<file path="config.mk">
export PLATFORM = sky130hd
export DESIGN_NAME = rf_wport_arbiter
export DESIGN_NICKNAME = d
export VERILOG_FILES = /design/src/rtl/rf_wport_arbiter_pkg.sv /design/src/rtl/lr_wb_fifo.sv /design/src/rtl/rf_wport_arbiter.sv
export SDC_FILE = /design/constraint.sdc
export NUM_CORES = 1
export LEC_CHECK = 0
export BUFFER_PORTS_ARGS = -buffer_cell sky130_fd_sc_hd__buf_4
export CAP_MARGIN = 10
export CORE_ASPECT_RATIO = 1.2
export CORE_MARGIN = 2
export CORE_UTILIZATION = 57
export CTS_CLUSTER_DIAMETER = 50
export DETAILED_ROUTE_END_ITERATION = 6
export PLACE_DENSITY = 0.77
export SLEW_MARGIN = 20
export SYNTH_ARGS = -nofsm -noshare
export SYNTH_HDL_FRONTEND = slang
export SYNTH_SLANG_ARGS = --single-unit
export TNS_END_PERCENT = 20
</file>
<file path="constraint.sdc">
create_clock -name clk -period 3 [get_ports clk]
set_input_delay 0.6 -clock clk [delete_from_list [all_inputs] [get_ports clk]]
set_output_delay 0.6 -clock clk [all_outputs]
set_load 0.02 [all_outputs]
</file>
<file path="src/rtl/rf_wport_arbiter_pkg.sv">
// Shared types and constants for the register-file write-port arbiter.
package rf_wport_arbiter_pkg;

   localparam int RF_ADDR_W            = 5;
   localparam int RF_DATA_W            = 32;
   localparam int DEFAULT_DEPTH        = 4;
   localparam int DEFAULT_STARVE_LIMIT = 3;

   // One register-file write request as presented to the RF write port.
   typedef struct packed {
      logic                 we;
      logic [RF_ADDR_W-1:0] waddr;
      logic [RF_DATA_W-1:0] wdata;
   } rf_wreq_t;

   // Hazard match: register 0 is never a hazard.
   function automatic logic addr_match(input logic [RF_ADDR_W-1:0] a,
                                       input logic [RF_ADDR_W-1:0] b);
      return (a == b) && (a != '0);
   endfunction

endpackage

</file>
<file path="src/rtl/lr_wb_fifo.sv">
// In-order FIFO buffering long-latency results until the RF write port is free.
// Destination addresses are held in flops so every entry can be searched for hazards.
module lr_wb_fifo
   import rf_wport_arbiter_pkg::*;
#(
   parameter int DEPTH = DEFAULT_DEPTH
) (
   input  logic                              clk,
   input  logic                              resetn,
   input  logic                              push_i,
   input  logic [RF_ADDR_W-1:0]              push_waddr_i,
   input  logic [RF_DATA_W-1:0]              push_wdata_i,
   input  logic                              pop_i,
   output logic [RF_ADDR_W-1:0]              head_waddr_o,
   output logic [RF_DATA_W-1:0]              head_wdata_o,
   output logic                              full_o,
   output logic                              empty_o,
   output logic [$clog2(DEPTH):0]            count_o,
   output logic [DEPTH-1:0]                  ent_valid_o,
   output logic [DEPTH-1:0][RF_ADDR_W-1:0]   ent_waddr_o
);

   localparam int PTR_W = $clog2(DEPTH);
   localparam int CNT_W = PTR_W + 1;

   logic [PTR_W-1:0]                wr_ptr_q, wr_ptr_d;
   logic [PTR_W-1:0]                rd_ptr_q, rd_ptr_d;
   logic [CNT_W-1:0]                count_q, count_d;
   logic [DEPTH-1:0]                valid_q;
   logic [DEPTH-1:0][RF_ADDR_W-1:0] waddr_q;
   logic [RF_DATA_W-1:0]            data_q [DEPTH];
   logic                            do_push, do_pop;

   assign full_o  = (count_q == CNT_W'(DEPTH));
   assign empty_o = (count_q == '0);
   // A full FIFO refuses a push even when it pops in the same cycle.
   assign do_push = push_i && !full_o;
   assign do_pop  = pop_i && !empty_o;

   assign head_waddr_o = waddr_q[rd_ptr_q];
   assign head_wdata_o = data_q[rd_ptr_q];
   assign count_o      = count_q;
   assign ent_valid_o  = valid_q;
   assign ent_waddr_o  = waddr_q;

   // Next-state pointers and occupancy; pointers wrap naturally at DEPTH.
   always_comb begin
      wr_ptr_d = wr_ptr_q;
      rd_ptr_d = rd_ptr_q;
      count_d  = count_q;
      if (do_push) wr_ptr_d = wr_ptr_q + PTR_W'(1);
      if (do_pop)  rd_ptr_d = rd_ptr_q + PTR_W'(1);
      if (do_push && !do_pop)      count_d = count_q + CNT_W'(1);
      else if (!do_push && do_pop) count_d = count_q - CNT_W'(1);
   end

   // Control state and searchable addresses; reset discards every entry.
   always_ff @(posedge clk or negedge resetn) begin
      if (!resetn) begin
         wr_ptr_q <= '0;
         rd_ptr_q <= '0;
         count_q  <= '0;
         valid_q  <= '0;
         waddr_q  <= '0;
      end else begin
         wr_ptr_q <= wr_ptr_d;
         rd_ptr_q <= rd_ptr_d;
         count_q  <= count_d;
         // Push and pop never target the same slot: push needs !full, pop needs !empty.
         if (do_push) begin
            valid_q[wr_ptr_q] <= 1'b1;
            waddr_q[wr_ptr_q] <= push_waddr_i;
         end
         if (do_pop) begin
            valid_q[rd_ptr_q] <= 1'b0;
         end
      end
   end

   // Payload storage needs no reset; validity is tracked separately.
   always_ff @(posedge clk) begin
      if (do_push) begin
         data_q[wr_ptr_q] <= push_wdata_i;
      end
   end

endmodule

</file>
<file path="src/rtl/rf_wport_arbiter.sv">
// Arbitrates the single RF write port between the WB pipeline stream and the
// buffered long-latency result stream, with anti-starvation and hazard lookup.
module rf_wport_arbiter
   import rf_wport_arbiter_pkg::*;
#(
   parameter int DEPTH        = DEFAULT_DEPTH,
   parameter int STARVE_LIMIT = DEFAULT_STARVE_LIMIT
) (
   input  logic                    clk,
   input  logic                    resetn,
   input  logic                    pipe_valid,
   input  logic                    pipe_we,
   input  logic [RF_ADDR_W-1:0]    pipe_waddr,
   input  logic [RF_DATA_W-1:0]    pipe_wdata,
   output logic                    pipe_ready,
   input  logic                    lr_valid,
   input  logic [RF_ADDR_W-1:0]    lr_waddr,
   input  logic [RF_DATA_W-1:0]    lr_wdata,
   output logic                    lr_ready,
   output logic                    rf_we,
   output logic [RF_ADDR_W-1:0]    rf_waddr,
   output logic [RF_DATA_W-1:0]    rf_wdata,
   input  logic [RF_ADDR_W-1:0]    q_addr1,
   input  logic [RF_ADDR_W-1:0]    q_addr2,
   output logic                    pend_hit1,
   output logic                    pend_hit2,
   output logic [$clog2(DEPTH):0]  lr_count
);

   localparam int SC_W = $clog2(STARVE_LIMIT + 1);

   logic                            fifo_push, fifo_full, fifo_empty;
   logic [RF_ADDR_W-1:0]            head_waddr;
   logic [RF_DATA_W-1:0]            head_wdata;
   logic [DEPTH-1:0]                ent_valid;
   logic [DEPTH-1:0][RF_ADDR_W-1:0] ent_waddr;
   logic                            pipe_req, force_lr, grant_pipe, grant_lr;
   logic [SC_W-1:0]                 starve_q, starve_d;
   rf_wreq_t                        wr_q, wr_d;
   logic [DEPTH-1:0]                hit1_vec, hit2_vec;

   // Writes to r0 are acknowledged to the producer but never buffered.
   assign lr_ready  = !fifo_full;
   assign fifo_push = lr_valid && !fifo_full && (lr_waddr != '0);

   lr_wb_fifo #(.DEPTH(DEPTH)) u_fifo (
      .clk          (clk),
      .resetn       (resetn),
      .push_i       (fifo_push),
      .push_waddr_i (lr_waddr),
      .push_wdata_i (lr_wdata),
      .pop_i        (grant_lr),
      .head_waddr_o (head_waddr),
      .head_wdata_o (head_wdata),
      .full_o       (fifo_full),
      .empty_o      (fifo_empty),
      .count_o      (lr_count),
      .ent_valid_o  (ent_valid),
      .ent_waddr_o  (ent_waddr)
   );

   // Pipeline wins unless the buffered head has waited STARVE_LIMIT cycles.
   assign pipe_req   = pipe_valid && pipe_we && (pipe_waddr != '0);
   assign force_lr   = !fifo_empty && (starve_q == SC_W'(STARVE_LIMIT));
   assign pipe_ready = !force_lr;
   assign grant_pipe = !force_lr && pipe_req;
   assign grant_lr   = !fifo_empty && (force_lr || !pipe_req);

   // Aging: count cycles the head is passed over, saturating at the limit.
   always_comb begin
      starve_d = starve_q;
      if (grant_lr || fifo_empty)
         starve_d = '0;
      else if (starve_q != SC_W'(STARVE_LIMIT))
         starve_d = starve_q + SC_W'(1);
   end

   // Output register loads from the winner; address/data hold when idle.
   always_comb begin
      wr_d    = wr_q;
      wr_d.we = 1'b0;
      if (grant_pipe)
         wr_d = '{we: 1'b1, waddr: pipe_waddr, wdata: pipe_wdata};
      else if (grant_lr)
         wr_d = '{we: 1'b1, waddr: head_waddr, wdata: head_wdata};
   end

   // Starvation counter and RF write register.
   always_ff @(posedge clk or negedge resetn) begin
      if (!resetn) begin
         starve_q <= '0;
         wr_q     <= '0;
      end else begin
         starve_q <= starve_d;
         wr_q     <= wr_d;
      end
   end

   assign rf_we    = wr_q.we;
   assign rf_waddr = wr_q.waddr;
   assign rf_wdata = wr_q.wdata;

   // Hazard CAM over buffered entries; same-cycle pushes are not yet visible.
   generate
      for (genvar gi = 0; gi < DEPTH; gi++) begin : g_cam
         assign hit1_vec[gi] = ent_valid[gi] && addr_match(ent_waddr[gi], q_addr1);
         assign hit2_vec[gi] = ent_valid[gi] && addr_match(ent_waddr[gi], q_addr2);
      end
   endgenerate

   assign pend_hit1 = (|hit1_vec) || (wr_q.we && addr_match(wr_q.waddr, q_addr1));
   assign pend_hit2 = (|hit2_vec) || (wr_q.we && addr_match(wr_q.waddr, q_addr2));

endmodule

</file>
==> flow_summary_export.csv, run 1 <==
group,metric,value,unit
status,outcome,"completed",
drt,totalWireLength,19.5,mm
sta,tns,0,ps
place,io_buffers,133,
finish,fill_cells,994,
drt,top_layer_used,"met4",
floorplanning,num_rows,49,
drt,route.met3.wl,1.19,mm
place,place_hpwl,12.8,mm
sta,slew_violations,0,
worst_setup_path,endpoint_kind,"output pin",
clocking,ctsHoldBuffers,0,
logic_synthesis,ys_ff_latch,199,
clocking,clk_pin_slew,70,ps
clocking,cts_tree,"yes",
logic_synthesis,yosys_warnings,0,
global_routing,grt_pass1_vias,5561,
finish,syn2layout_area_growth,20.5,%
sta,fin_crit_sh,95.8,%
sta,fmax,348,MHz
drt,wl_met1,7.43,mm
sta,hold_viol_final,0,
worst_setup_path,setup.worst_path.start_class,"flip-flop",
logic_synthesis,synthMostInstantiatedCell,"edfxtp_1",
finish,drive_gt1_share,37.8,%
place,post-place-ws,260,ps
drt,remaining_drc_errors,0,
global_routing,grt_overflow_total,0,
drt,first_iter_violations,325,
power_and_ir_drop,peakVddDrop,0.000599,V
logic_synthesis,yosys.area.top_type,"edfxtp_1",
drt,via_count,5119,
sta,tightest_slew,986,ps
logic_synthesis,synthFlopType,"edfxtp_1",
worst_setup_path,path_max_fanout,4,
logic_synthesis,synthCells,541,
worst_setup_path,critPathArrivalTime,2280,ps
floorplanning,dieArea,16100,µm²
logic_synthesis,synth_area_leaders,"edfxtp_1, dfrtp_1, mux4_2",
worst_setup_path,cp.required,2400,ps
drt,wl_per_cell,21.8,µm
finish,seq_area,5630,µm²
worst_setup_path,r2r_cells,5,
logic_synthesis,netlist_area,8590,µm²
min_path,hold_path.class,"input port to asynchronous set/reset pin",
drt,met2_wirelength,10.2,mm
drt,firstDrtPassIters,5,
power_and_ir_drop,power_density,1020,nW/µm²
global_routing,grtUsageTotal,25.8,%
drt,ant_nets,0,
logic_synthesis,synth.avg_cell_area,15.9,µm²
place,routabilityCongestion,0.906,
clocking,clockBufferDepth,2,
floorplanning,io_pins,134,
logic_synthesis,ys_top_cells_by_count,"edfxtp_1, dfrtp_1, nor2_1",
logic_synthesis,seq_area_frac_synth,65.4,%
finish,nNetsFinal,775,
sta,rsz0062_at_grt,"no",
worst_setup_path,rr_startpoint,"u_fifo.count_o[0]",
clocking,cts_buffers,17,
finish,multi_input_area,2730,µm²
global_routing,grt_pass1_wl,30.5,mm
place,placed_cells,857,
clocking,clkSinkCount,199,
global_routing,grt_start_max_net_pins,72,
sta,setup_slack,125,ps
logic_synthesis,synth_top_cell_area_share,44.8,%
floorplanning,start_util,57.9,%
clocking,clkLatencyLatePin,430,ps
logic_synthesis,yosysUniqueCellTypes,39,
sta,hold-worst-slack,304,ps
worst_setup_path,timing.rr.end,"rf_wdata[16]",
sta,setup_viol,0,
floorplanning,dieWidth,116,µm
clocking,htreeDepth,4,
sta,skew,10.1,ps
logic_synthesis,synthArstFlopShare,35.7,%
finish,layout.cells.non_filler,892,
sta,slew_headroom,34.2,%
power_and_ir_drop,leakage,4.05,nW
power_and_ir_drop,totalPowerFinal,10.5,mW
logic_synthesis,synth_nets,641,
logic_synthesis,synth-edff-count,128,
finish,antennaDiodeCount,0,
drt,routed_via_density,5.74,
clocking,root_buffer,"clkbuf_16",
global_routing,antenna_found_initial,0,
worst_setup_path,reg2reg_slack,520,ps
worst_setup_path,worst-setup-path-type,"flip-flop to output pin",
floorplanning,core-area,14800,µm²
job,drv_cap,0,
sta,final.min_clock_period,2880,ps
floorplanning,die_y,138,µm
## critical path: stages, from the launching register on
cell and delay [ps]:
dfrtp_2 420, or4_4 540, o21ai_2 170, nor4_1 90
nor4_1 330, o21ai_1 120, buf_4 170
## worst max-delay path by stage
stage,from,to,slack [ps],cells after the start
finish,rf_waddr[1],pend_hit2,120,6
global route,rf_waddr[1],pend_hit2,4,6
CTS,rf_waddr[1],pend_hit2,30,6
detailed placement,pipe_waddr[1],u_fifo.count_o[1],260,9
global placement,pipe_waddr[1],u_fifo.count_o[1],300,9
floorplan,pipe_waddr[1],u_fifo.count_o[1],180,10
## flip-flops by register name (all words and copies together), names as in the netlist
register / flops
rf_waddr: 5
rf_wdata: 32
rf_we: 1
starve_q: 2
u_fifo.count_o: 3
u_fifo.data_q: 128
u_fifo.ent_valid_o: 4
u_fifo.ent_waddr_o: 20
u_fifo.rd_ptr_q: 2
u_fifo.wr_ptr_q: 2
## where the power goes
| group | internal [mW] | switching (mW) |
|---|---|---|
| Combinational | 1.95 | 2.03 |
| Clock | 1.08 | 1.04 |
| Sequential | 3.79 | 0.654 |
## layer usage
layer	track usage, %	vias up
met5	0	-
met4	11.3	0
met3	5.52	41
met2	43.4	204
met1	32.0	2575
li1	-	2299
## repair_timing
item | in CTS | in global routing
gates resized for setup | 0 | 11
setup buffers | 0 | 3
endpoints found under the setup margin | 0 | 1
endpoints found under the hold margin | 0 | 0
## cell usage in the layout (no fill, tap or decap), types with 2 or more instances in the layout
master and n:
mux2_2 13, o21ai_1 3, dfrtp_1 66, nand2_4 4, xor2_1 22, clkbuf_16 17
nor2_1 44, a221oi_1 19, a22oi_1 17, clkinv_2 2, inv_1 7, a31oi_1 2
inv_8 3, clkinvlp_4 2, mux4_2 37, o21ai_0 2, dfrtp_2 5, nand3_1 9
xnor2_1 33, a2bb2oi_1 4, o21ai_2 2, nand2_1 40, edfxtp_1 128, mux2_4 8
nor3_1 3, or4_1 4, or4_4 2, nor4_1 8, ha_1 10, clkinv_4 6
buf_4 148, inv_4 4
## per-stage QoR
step           area (µm²)  utilization [%]
2_1_floorplan        8590                -
3_3_place_gp         9750             65.7
3_5_place_dp         9750             65.7
4_1_cts             10300             69.4
5_1_grt             10300             69.7
6_report            10300             69.7
## final cells by class
cell class	count	area share, %
clock buffers	17	4.11
inverters	11	0.496
clock inverters	15	1.20
multi-input cells	297	26.4
repair buffers	149	10.9
well taps	204	2.47
flip-flops and latches	199	54.4
## cells by family after synthesis
kind of cell	after synthesis	share of synthesized area (%)
compound gates	55	5.10
xor+xnor	55	5.61
fa+ha+maj	11	1.69
buf+inv	45	3.04
flops	199	65.4
mux	58	12.8
simple gates	118	6.31
Note: power is estimated with default switching activity, not from simulation.
==> inputs of run 2 (changes only) <==
--- a/config.mk
+++ b/config.mk
@@ -12,7 +12,7 @@
 export CORE_UTILIZATION = 57
 export CTS_CLUSTER_DIAMETER = 50
 export DETAILED_ROUTE_END_ITERATION = 6
-export PLACE_DENSITY = 0.77
+export PLACE_DENSITY = 0.8
 export SLEW_MARGIN = 20
 export SYNTH_ARGS = -nofsm -noshare
 export SYNTH_HDL_FRONTEND = slang
==> constraint.sdc (replaced) <==
create_clock -name clk -period 3 [get_ports clk]
set_input_delay 0.15 -clock clk [delete_from_list [all_inputs] [get_ports clk]]
set_output_delay 0.15 -clock clk [all_outputs]
set_load 0.02 [all_outputs]
==> run 2 against run 1 <==
Effect of this change: wire length is 4.0% higher; non-clock buffer count rose by 49; sequential share of layout area down 2.5 points; count of clock-buffer cells in the layout grew 1; critical endpoint is now rf_wdata[28]; cell area grew 4.7%; highest routed layer unchanged; power shrank 0.32%; die area stayed put; register-to-register slack gained 40 ps; sequential power hardly changed.
==> flow_summary_export.csv, run 2 (synthesized netlist as in run 1, its figures left out) <==
group,metric,value,unit
sta,final.min_clock_period,2660,ps
floorplanning,num_rows,49,
finish,nNetsFinal,824,
sta,hold_viol_final,0,
drt,via_count,5408,
floorplanning,core-area,14800,µm²
finish,layout_common_cells,"buf_4, edfxtp_1, dfrtp_1",
place,routabilityCongestion,0.857,
worst_setup_path,timing.rr.end,"rf_wdata[28]",
floorplanning,start_util,57.9,%
min_path,min_from,"pipe_wdata[19]",
worst_setup_path,cp.required,3300,ps
sta,rsz0062_at_grt,"no",
clocking,htreeDepth,4,
worst_setup_path,worst-setup-path-type,"input port to flip-flop",
finish,post-route-util,73.0,%
sta,fin_crit_sh,88.6,%
drt,ant_nets,0,
worst_setup_path,rr_startpoint,"u_fifo.count_o[0]",
finish,seq_area,5620,µm²
job,drv_cap,0,
drt,firstDrtPassIters,5,
power_and_ir_drop,leakage,4.24,nW
global_routing,grt_start_max_net_pins,72,
clocking,clockBufferDepth,2,
worst_setup_path,endpoint_kind,"flip-flop",
place,placed_area,9720,µm²
floorplanning,dieArea,16100,µm²
drt,first_iter_violations,340,
finish,layout.cells.non_filler,941,
worst_setup_path,path_max_fanout,21,
clocking,root_buffer,"clkbuf_16",
finish,largest_register_ffs,128,
drt,totalWireLength,20.3,mm
clocking,cts_buffers,17,
sta,slew_headroom,36.8,%
min_path,hold_path.class,"input port to flip-flop",
sta,setup_viol,0,
min_path,hold_path_depth,3,
finish,final_cell_area,10800,µm²
finish,drive_gt1_share,33.0,%
sta,tns,0,ps
clocking,clk_pin_slew,70,ps
finish,multi_input_area,2720,µm²
global_routing,grt_overflow_total,0,
finish,antennaDiodeCount,0,
worst_setup_path,critPathArrivalTime,2950,ps
global_routing,grt_pass1_wl,31.5,mm
worst_setup_path,setup.worst_path.start_class,"input port",
finish,regMostFlops,"u_fifo.data_q",
place,place_hpwl,12.9,mm
global_routing,grt_pass1_vias,5859,
sta,slew_violations,0,
power_and_ir_drop,peakVddDrop,0.000681,V
place,placed_cells,852,
floorplanning,dieWidth,116,µm
drt,routed_via_density,5.75,
worst_setup_path,reg2reg_slack,560,ps
global_routing,antenna_found_initial,0,
clocking,clkSinkCount,199,
clocking,cts_tree,"yes",
sta,fmax,376,MHz
clocking,clkLatencyLatePin,430,ps
finish,fill_cells,935,
power_and_ir_drop,power_density,970,nW/µm²
sta,skew,13.3,ps
global_routing,grtUsageTotal,26.5,%
finish,syn2layout_area_growth,26.1,%
floorplanning,die_y,138,µm
clocking,cts_resized,0,
min_path,holdPathEnd,"rf_wdata[19]",
drt,remaining_drc_errors,0,
floorplanning,io_pins,134,
clocking,postCtsSetupBuffers,0,
status,outcome,"completed",
worst_setup_path,r2r_cells,6,
sta,tightest_slew,948,ps
place,io_buffers,133,
finish,final_common_cell,"buf_4",
drt,wl_per_cell,21.5,µm
[run 2: what timing repair did]
action	in CTS	in global routing
hold endpoints to repair	231	0
endpoints found under the setup margin	0	0
hold buffers	57	0
[run 2: critical path: stages]
cell,delay (ps)
dlygate4sd3_1,550
buf_4,150
or4_1,520
o211ai_2,310
and2b_1,200
buf_4,260
inv_1,440
nor2_1,300
nor2_1,70
[run 2: how the worst max path moves through the flow]
stage                     startpoint                end  cells after the start
2_1_floorplan      u_fifo.count_o[0]  u_fifo.count_o[2]                     11
3_3_place_gp           pipe_waddr[1]  u_fifo.count_o[1]                      9
3_5_place_dp           pipe_waddr[1]  u_fifo.count_o[1]                      9
4_1_cts        u_fifo.ent_waddr_o[4]          pend_hit2                      6
5_1_grt                pipe_waddr[2]       rf_wdata[28]                      9
6_report               pipe_waddr[2]       rf_wdata[28]                      9
[run 2: area by class of cell]
class	count	share of cell area (%)
tap	204	2.36
multi-input combinational	297	25.1
timing repair buffer	198	15.2
clock buffer	18	3.96
clock inverter	14	1.05
sequential	199	51.9
inverter	11	0.474
[run 2: routing by layer]
| metal | GRT usage [%] | wire, µm |
|---|---|---|
| met4 | 8.40 | 410 |
| met2 | 46.9 | 10900 |
| met1 | 32.6 | 7590 |
| met3 | 5.48 | 1310 |
| met5 | 0 | 0 |
[run 2: power by group]
part | internal, mW | total, mW | switching, mW
logic | 1.91 | 3.95 | 2.04
registers | 3.79 | 4.45 | 0.659
clock network | 1.08 | 2.11 | 1.02
total | 6.78 | 10.5 | 3.72
[run 2: per-stage QoR]
stage / power [mW] / setup slack, ps / hold WS [ps]
global route: 11.0 / 230 / 10.6
global placement: 8.19 / 632 / 322
CTS: 10.5 / 369 / 1.24
floorplan: 7.01 / 491 / -146
finish: 10.5 / 343 / 7.78
detailed placement: 8.38 / 585 / 350
